**src/rtl/alu_exec_unit.sv**
```systemverilog
// EX-stage execution unit: ALUOp/function decode, registered single-cycle ALU
// and an iterative shift-add multiplier with busy/flush handshake.
module alu_exec_unit #(
    parameter int WIDTH  = 32,
    parameter int FUNC_W = 6,
    parameter int MUL_EN = 1,
    parameter int SHW    = $clog2(WIDTH)
) (
    input  logic              clk,
    input  logic              reset,
    input  logic              in_valid,
    input  logic [1:0]        alu_op,
    input  logic [FUNC_W-1:0] func_code,
    input  logic [WIDTH-1:0]  op_a,
    input  logic [WIDTH-1:0]  op_b,
    input  logic              flush,
    output logic [3:0]        alu_ctl,
    output logic [WIDTH-1:0]  result,
    output logic              zero,
    output logic              out_valid,
    output logic              busy,
    output logic              illegal
);

    localparam logic [3:0] CTL_AND = 4'b0000;
    localparam logic [3:0] CTL_OR  = 4'b0001;
    localparam logic [3:0] CTL_ADD = 4'b0010;
    localparam logic [3:0] CTL_SUB = 4'b0110;
    localparam logic [3:0] CTL_SLT = 4'b0111;
    localparam logic [3:0] CTL_SLL = 4'b1000;
    localparam logic [3:0] CTL_SRL = 4'b1001;
    localparam logic [3:0] CTL_MUL = 4'b1010;
    localparam logic [3:0] CTL_NOR = 4'b1100;
    localparam logic [3:0] CTL_ILL = 4'b1111;

    localparam logic [FUNC_W-1:0] F_ADD = FUNC_W'(6'd0);
    localparam logic [FUNC_W-1:0] F_SUB = FUNC_W'(6'd1);
    localparam logic [FUNC_W-1:0] F_AND = FUNC_W'(6'd2);
    localparam logic [FUNC_W-1:0] F_OR  = FUNC_W'(6'd3);
    localparam logic [FUNC_W-1:0] F_SLT = FUNC_W'(6'd4);
    localparam logic [FUNC_W-1:0] F_NOR = FUNC_W'(6'd5);
    localparam logic [FUNC_W-1:0] F_SLL = FUNC_W'(6'd6);
    localparam logic [FUNC_W-1:0] F_SRL = FUNC_W'(6'd7);
    localparam logic [FUNC_W-1:0] F_MUL = FUNC_W'(6'd8);

    localparam logic [SHW-1:0] CNT_LAST = SHW'(WIDTH - 1);

    typedef enum logic {S_IDLE = 1'b0, S_MUL = 1'b1} state_t;

    state_t             state_q;
    logic [SHW-1:0]     cnt_q;
    logic [WIDTH-1:0]   acc_q, mcand_q, mplier_q;
    logic [WIDTH-1:0]   acc_d, mcand_d, mplier_d;
    logic [WIDTH-1:0]   result_q;
    logic               zero_q, out_valid_q, busy_q, illegal_q;
    logic [3:0]         alu_ctl_q;
    logic [3:0]         ctl_s;
    logic [WIDTH-1:0]   alu_res_s;
    logic [SHW-1:0]     shamt_s;

    // Decode ALUOp and function field into the 4-bit ALU control code
    always_comb begin
        ctl_s = CTL_ILL;
        case (alu_op)
            2'b00: ctl_s = CTL_ADD;
            2'b01: ctl_s = CTL_SUB;
            2'b11: ctl_s = CTL_OR;
            2'b10: begin
                case (func_code)
                    F_ADD:   ctl_s = CTL_ADD;
                    F_SUB:   ctl_s = CTL_SUB;
                    F_AND:   ctl_s = CTL_AND;
                    F_OR:    ctl_s = CTL_OR;
                    F_SLT:   ctl_s = CTL_SLT;
                    F_NOR:   ctl_s = CTL_NOR;
                    F_SLL:   ctl_s = CTL_SLL;
                    F_SRL:   ctl_s = CTL_SRL;
                    F_MUL: begin
                        if (MUL_EN != 0) ctl_s = CTL_MUL;
                        else             ctl_s = CTL_ILL;
                    end
                    default: ctl_s = CTL_ILL;
                endcase
            end
            default: ctl_s = CTL_ILL;
        endcase
    end

    // Single-cycle ALU datapath; illegal and mul codes yield zero here
    always_comb begin
        shamt_s   = op_a[SHW-1:0];
        alu_res_s = {WIDTH{1'b0}};
        case (ctl_s)
            CTL_ADD: alu_res_s = op_a + op_b;
            CTL_SUB: alu_res_s = op_a - op_b;
            CTL_AND: alu_res_s = op_a & op_b;
            CTL_OR:  alu_res_s = op_a | op_b;
            CTL_NOR: alu_res_s = ~(op_a | op_b);
            CTL_SLT: alu_res_s = {{(WIDTH-1){1'b0}}, ($signed(op_a) < $signed(op_b))};
            CTL_SLL: alu_res_s = op_b << shamt_s;
            CTL_SRL: alu_res_s = op_b >> shamt_s;
            default: alu_res_s = {WIDTH{1'b0}};
        endcase
    end

    // One shift-add multiply step: conditional add, then realign operands
    always_comb begin
        if (mplier_q[0]) acc_d = acc_q + mcand_q;
        else             acc_d = acc_q;
        mcand_d  = {mcand_q[WIDTH-2:0], 1'b0};
        mplier_d = {1'b0, mplier_q[WIDTH-1:1]};
    end

    // Control FSM with registered outputs
    always_ff @(posedge clk or posedge reset) begin
        if (reset) begin
            state_q     <= S_IDLE;
            cnt_q       <= {SHW{1'b0}};
            acc_q       <= {WIDTH{1'b0}};
            mcand_q     <= {WIDTH{1'b0}};
            mplier_q    <= {WIDTH{1'b0}};
            result_q    <= {WIDTH{1'b0}};
            zero_q      <= 1'b1;
            alu_ctl_q   <= 4'b0000;
            out_valid_q <= 1'b0;
            busy_q      <= 1'b0;
            illegal_q   <= 1'b0;
        end else begin
            out_valid_q <= 1'b0;
            case (state_q)
                S_IDLE: begin
                    if (in_valid && ctl_s == CTL_MUL) begin
                        mcand_q  <= op_a;
                        mplier_q <= op_b;
                        acc_q    <= {WIDTH{1'b0}};
                        cnt_q    <= {SHW{1'b0}};
                        busy_q   <= 1'b1;
                        state_q  <= S_MUL;
                    end else if (in_valid) begin
                        result_q    <= alu_res_s;
                        zero_q      <= (alu_res_s == {WIDTH{1'b0}});
                        alu_ctl_q   <= ctl_s;
                        illegal_q   <= (ctl_s == CTL_ILL);
                        out_valid_q <= 1'b1;
                    end
                end
                S_MUL: begin
                    // Flush abandons the product; visible outputs keep old values
                    if (flush) begin
                        busy_q  <= 1'b0;
                        state_q <= S_IDLE;
                    end else begin
                        acc_q    <= acc_d;
                        mcand_q  <= mcand_d;
                        mplier_q <= mplier_d;
                        cnt_q    <= cnt_q + {{(SHW-1){1'b0}}, 1'b1};
                        if (cnt_q == CNT_LAST) begin
                            result_q    <= acc_d;
                            zero_q      <= (acc_d == {WIDTH{1'b0}});
                            alu_ctl_q   <= CTL_MUL;
                            illegal_q   <= 1'b0;
                            out_valid_q <= 1'b1;
                            busy_q      <= 1'b0;
                            state_q     <= S_IDLE;
                        end
                    end
                end
                default: begin
                    busy_q  <= 1'b0;
                    state_q <= S_IDLE;
                end
            endcase
        end
    end

    assign alu_ctl   = alu_ctl_q;
    assign result    = result_q;
    assign zero      = zero_q;
    assign out_valid = out_valid_q;
    assign busy      = busy_q;
    assign illegal   = illegal_q;

endmodule

```
**config.mk**
```make
export PLATFORM = sky130hd
export DESIGN_NAME = alu_exec_unit
export DESIGN_NICKNAME = d
export VERILOG_FILES = /design/src/rtl/alu_exec_unit.sv
export SDC_FILE = /design/constraint.sdc
export NUM_CORES = 1
export LEC_CHECK = 0
export CAP_MARGIN = 20
export CORE_ASPECT_RATIO = 0.7
export CORE_MARGIN = 2
export CORE_UTILIZATION = 40
export DETAILED_ROUTE_END_ITERATION = 8
export PLACE_DENSITY = 0.55
export SYNTH_ARGS = -nofsm -noshare
export SYNTH_HDL_FRONTEND = slang
export SYNTH_SLANG_ARGS = --single-unit
```
**constraint.sdc**
```tcl
create_clock -name clk -period 12.35 [get_ports clk]
set_clock_uncertainty 0.05 [all_clocks]
set_input_delay 2.47 -clock clk [delete_from_list [all_inputs] [get_ports clk]]
set_output_delay 2.47 -clock clk [all_outputs]
set_load 0.05 [all_outputs]
```
# Yosys cells after proc, flatten, opt, wreduce, memory -nomap -nowiden
# Index checks and enable logic that the tools add are counted.
# op_classes
addsub	4
magnitude_cmp	1
n_eq_ne	27
shifts	2
mux	48
bitwise_logic	4
reduce_logical	9
# ops
cell	count
two-way mux 32 bit	11
one-hot mux 32 bit (2 select lines)	4
one-hot mux 32 bit (8 select lines)	1
adder 32 bit	2
logical NOT 32 bit	2
one-hot mux 4 bit (9 select lines)	1
bitwise AND 32 bit	1
less-than comparator 32 bit	1
NOT 32 bit	1
OR 32 bit	1
left shift 32 x 5 -> 32 bit	1
>> shifter 32 x 5 -> 32 bit	1
subtractor 32 bit	1
equality test 6 x 3 -> 1 bit (second input constant)	4
equality test 4 bit (second input constant)	5
two-way mux 1 bit	17
two-way mux 4 bit	4
one-hot mux 4 bit (4 select lines)	1
equality test 6 x 2 -> 1 bit (second input constant)	2
two-way mux 5 bit	2
one-hot mux 1 bit (2 select lines)	5
one-hot mux 5 bit (2 select lines)	1
equality test 4 x 3 -> 1 bit (second input constant)	2
inequality test 2 bit (second input constant)	4
18 further kinds	20
# totals
ff_bits	142
input_bits	76
wordCells	106

# Logic depth before layout (Yosys ltp)
# logic_depth
ltp_word	9
mapped_depth	21
ltp_nobuf	16

# Worst setup path after synthesis
# OpenSTA, ideal clock, no wires.
# synth_timing
path_kind	input port to flip-flop
startpoint	in op_a[3]
endpoint	reg result_q[29] (netlist: result[29])
t_arrival_ns	6.468
path_slack_ns	5.711
stages	18
path_buffers	4
path_cell_list	inv_1 > clkbuf_1 > clkbuf_1 > buf_1 > ha_1 > clkbuf_1 > and2_1 > a221oi_1 > a21oi_1 > o221ai_1 > a2111oi_0 > nor3_1 > a21oi_1 > a211oi_1 > mux2i_1 > a2bb2oi_1 > nand2_1 > a22o_1
# synth_between
elab_chain_cells	5
# synth_rtl
element	line_no	source
start: declaration	14	input logic [WIDTH-1:0] op_a,
subtractor 32 bit (tied with other cells)	95	CTL_SUB: alu_res_s = op_a - op_b;
one-hot mux 32 bit (8 select lines) (*)	93	case (ctl_s)
two-way mux 32 bit (*)	139	end else if (in_valid) begin
two-way mux 32 bit (*)	132	if (in_valid && ctl_s == CTL_MUL) begin
one-hot mux 32 bit (2 select lines) (*)	130	case (state_q)
end signal: assignment	122	result_q <= {WIDTH{1'b0}};
end signal: assignment	140	result_q <= alu_res_s;
end: declaration	54	logic [WIDTH-1:0] result_q;
# Mark *: on every way between the ends. The rest lies on a longest branch, timed or not. The select of a mux whose other input is x is not followed.
# A chain may end at the register's enable or synchronous reset.

# Worst setup path after layout
# layout_timing
startpoint	in op_a[4]
endpoint	reg zero_q (netlist: zero)
# layout_between
elab_chain_cells	7
# layout_rtl
element	line_no	source
branches (longest 2 deep; another with subtractor 32 bit)	n/a	
one-hot mux 32 bit (8 select lines) (*)	93	
logical NOT 32 bit (*)	141	zero_q <= (alu_res_s == {WIDTH{1'b0}});
two-way mux 1 bit (*)	139	
two-way mux 1 bit (*)	132	
one-hot mux 1 bit (2 select lines) (*)	130	
end signal: assignment	141	
end signal: assignment	159	zero_q <= (acc_d == {WIDTH{1'b0}});
end: declaration	55	logic zero_q, out_valid_q, busy_q, illegal_q;
# Mark *: on every way between the ends. The select of a mux whose other input is x is not followed.

==> results.md <==
* Worst Path Required at 12.69 ns
* FFs w/ async S/R, synth at 100%
* Post-DR vias/cell at 6.62
* Clock Pin Slew Worst Setup and Hold Paths at 0.07 ns
* Final setup margin at 4.53 ns
* Synth Cell Area at 17,400 µm²
* WL final at 81,400 µm
* Total setup buffers inserted after CTS at 0
* Syn nets at 2,449
* Initial Utilization at 40.8%
* 1st-iter DRT viols at 2,481
* Buffers on Ports at 115
* Die W at 253 µm
* Dpl cell area at 18,900 µm²
* Post-synth EDFFs at 0
* DRC at 0
* Switching Share at 45.0%
* Crit Path Category: primary input to register
* Max-cap violations at 0
* Reg2reg end: zero
* Power density over cell area at 104 nW/µm²
* Area share of the largest cell type after synthesis at 20.3%
* Max VDD drop at 0.0930 mV
* Critical path fanouts, max at 43
* Hold_buf cts at 0
* Worst reg-to-reg setup slack at 7.36 ns
* Crit path to: zero
* Pre-CTS WS at 4.27 ns
* Final setup violation count at 0
* Crit path time final at 7.82 ns
* Nets@finish at 2,479
* Leak Pwr at 8.19 nW
* Crit path DAT at 8.16 ns
* Status: complete, no violations
* Die area at 45,100 µm²
* Grt total ovfl at 0
* CTS Buf Count at 17
* Period utilization at 63.3%
* Ys flop type: dfrtp_1
* CTS root buf: clkbuf_16
* I/O pin count at 116
* Final hold vios at 0
* Slew Viols, Final at 0
* Post-DRT Antenna Nets at 0
* Hold Path Class: register to register
* Largest net degree at the start of global routing at 88
* RSZ-0062 raised after global routing: false
* Distinct cell type count after synthesis at 96
* Startpoint Class: primary input
* Detailed placement HPWL at 62,800 µm
* Commonest cells in the netlist: nand2_1 (265), o21ai_0 (188), nor2_1 (176)
* FMAX at 128 MHz
* Setup total negative slack at 0 ns
* Power Internal at 1.12 mW
* Crit path capture type: register
* Slew @ Worst Pin at 1.26 ns
* Ys Warns at 0
* Reg2Reg Depth at 14
* Seq/Total Area, Yosys at 20.5%
* Relative max-transition margin at 15.1%
* GR Util All Layers at 36.0%
* Vias at 18,786
* Std-Cell Rows at 63
* Clock latency at the later pin of the worst-skew pair at 0.47 ns
* Largest cells by area after synthesis: dfrtp_1 (20%), ha_1 (9.4%), mux2i_1 (7.7%)
* CTS tree: done
* Area leader, netlist: dfrtp_1
* Per-cell routed wire length at 28.7 µm
* CTS Sinks at 142
* Core footprint at 42,600 µm²
* DRT Pass-1 Iters at 6
* Avg Cell Area, Syn at 7.75 µm²
* Max H-tree Level at 4
* Chip height at 178 µm
* Vias in the first global route at 17,004
* Comb power frac at 45.6%
* Count leader, synth: nand2_1
* Mapped Cells at 2,239
* Placer Congestion at 1.02
* Power share of the clock group at 25.8%
* RR Startpoint: acc_q[6]
* Initial antenna violation count at 6
* Layout cells sized above 1 at 8.06%
* NetSw at 918 µW
* CP Launch Point: op_a[4]
* Final non-filler cell area at 19,600 µm²
* Post-CTS sizing at 0
* Flop pwr share at 28.6%
* FF+latch count, synth at 142
* Clock Tree Buf Depth at 2
* First-pass GRT wire length at 119,000 µm
* Area grow syn2layout at 12.6%
==> metal layers <==
metal	wire length (µm)	GRT usage (%)	vias to the layer above
met5	13	0	-
met4	1700	9.00	2
met3	9480	9.85	103
met2	31600	48.3	1046
met1	38700	55.5	9247
li1	-	-	8388
==> state kept, by name (all words and copies together), names as in the netlist <==
register	flops
acc_q	32
mcand_q	32
mplier_q	32
result	32
cnt_q	5
alu_ctl	4
busy	1
illegal	1
out_valid	1
state_q	1
zero	1
==> stage by stage <==
step | instances | hold WS, ns | power [mW] | utilization [%]
2_1_floorplan | 2239 | 0.400 | 1.17 | -
6_report | 2837 | 0.431 | 2.04 | 45.9
4_1_cts | 2831 | 0.437 | 2.03 | 45.8
5_1_grt | 2834 | 0.462 | 2.14 | 45.9
3_5_place_dp | 2799 | 0.421 | 1.49 | 44.5
3_3_place_gp | 2799 | 0.411 | 1.49 | 44.5
==> critical path, stage by stage <==
cell and delay [ns]:
clkdlybuf4s50_1 0.46, buf_4 0.44, clkinv_1 0.13, buf_4 0.23, ha_1 0.43, and2_1 0.22
a221oi_1 0.68, a21oi_1 0.20, o221ai_1 0.48, a2111oi_0 0.25, nor3_1 0.88, a21oi_1 0.24
a211oi_1 0.35, nor2_1 0.07, nor3_1 0.35, nand3b_1 0.13, o21ai_1 0.13
==> power by group through the flow <==
stage | Sequential, mW | Clock [mW] | Combinational [mW]
6_report | 0.584 | 0.526 | 0.931
5_1_grt | 0.594 | 0.552 | 0.991
4_1_cts | 0.585 | 0.539 | 0.903
3_5_place_dp | 0.594 | 0 | 0.898
3_3_place_gp | 0.591 | 0 | 0.897
2_1_floorplan | 0.644 | 0 | 0.522
==> placed cells by master, fill, tap and decap left out, drive strengths merged, types with 18 or more instances in the layout <==
| cell | instances |
|---|---|
| nand2 | 265 |
| o21ai | 197 |
| nor2 | 177 |
| a21oi | 149 |
| dfrtp | 141 |
| mux2i | 133 |
| ha | 131 |
| inv | 120 |
| clkdlybuf4s50 | 111 |
| buf | 52 |
| mux2 | 50 |
| nor3 | 46 |
| nand3 | 44 |
| a211oi | 40 |
| a21o | 36 |
| xnor2 | 29 |
| nor2b | 28 |
| nand4 | 27 |
| o31ai | 26 |
| mux4 | 23 |
| nor4 | 23 |
| o21a | 22 |
| nand2b | 21 |
| o22ai | 21 |
| o211ai | 21 |
| a221oi | 20 |
| a31oi | 19 |
| a22oi | 19 |
| clkbuf | 18 |
==> how the worst min path moves through the flow <==
stage / end / cells past startpoint / start
4_1_cts: mplier_q[7] / 2 / mplier_q[7]
3_3_place_gp: mplier_q[4] / 2 / mplier_q[4]
3_5_place_dp: mplier_q[16] / 2 / mplier_q[16]
2_1_floorplan: mplier_q[10] / 2 / mplier_q[10]
5_1_grt: mplier_q[30] / 2 / mplier_q[30]
6_report: alu_ctl[2] / 2 / alu_ctl[2]
==> logic make-up after synthesis <==
logic type	count (synthesis)	share of synthesized area, %
buffers and inverters	264	6.04
multiplexers	206	13.9
AO/OA/AOI/OAI	735	28.4
adder cells (fa/ha/maj)	134	9.79
AND/OR/NAND/NOR	722	19.6
XOR/XNOR	36	1.82
flip-flops	142	20.5
==> final cells by class <==
type / instances / area, µm²
Clock buffer: 17 / 425
Clock inverter: 15 / 141
Timing Repair Buffer: 164 / 1530
Antenna cell: 3 / 7.51
Inverter: 111 / 422
Fill cell: 4318 / 23000
Tap cell: 552 / 691
Multi-Input combinational cell: 1833 / 12800
Sequential cell: 142 / 3560
Power figures use the tool's default switching activity.
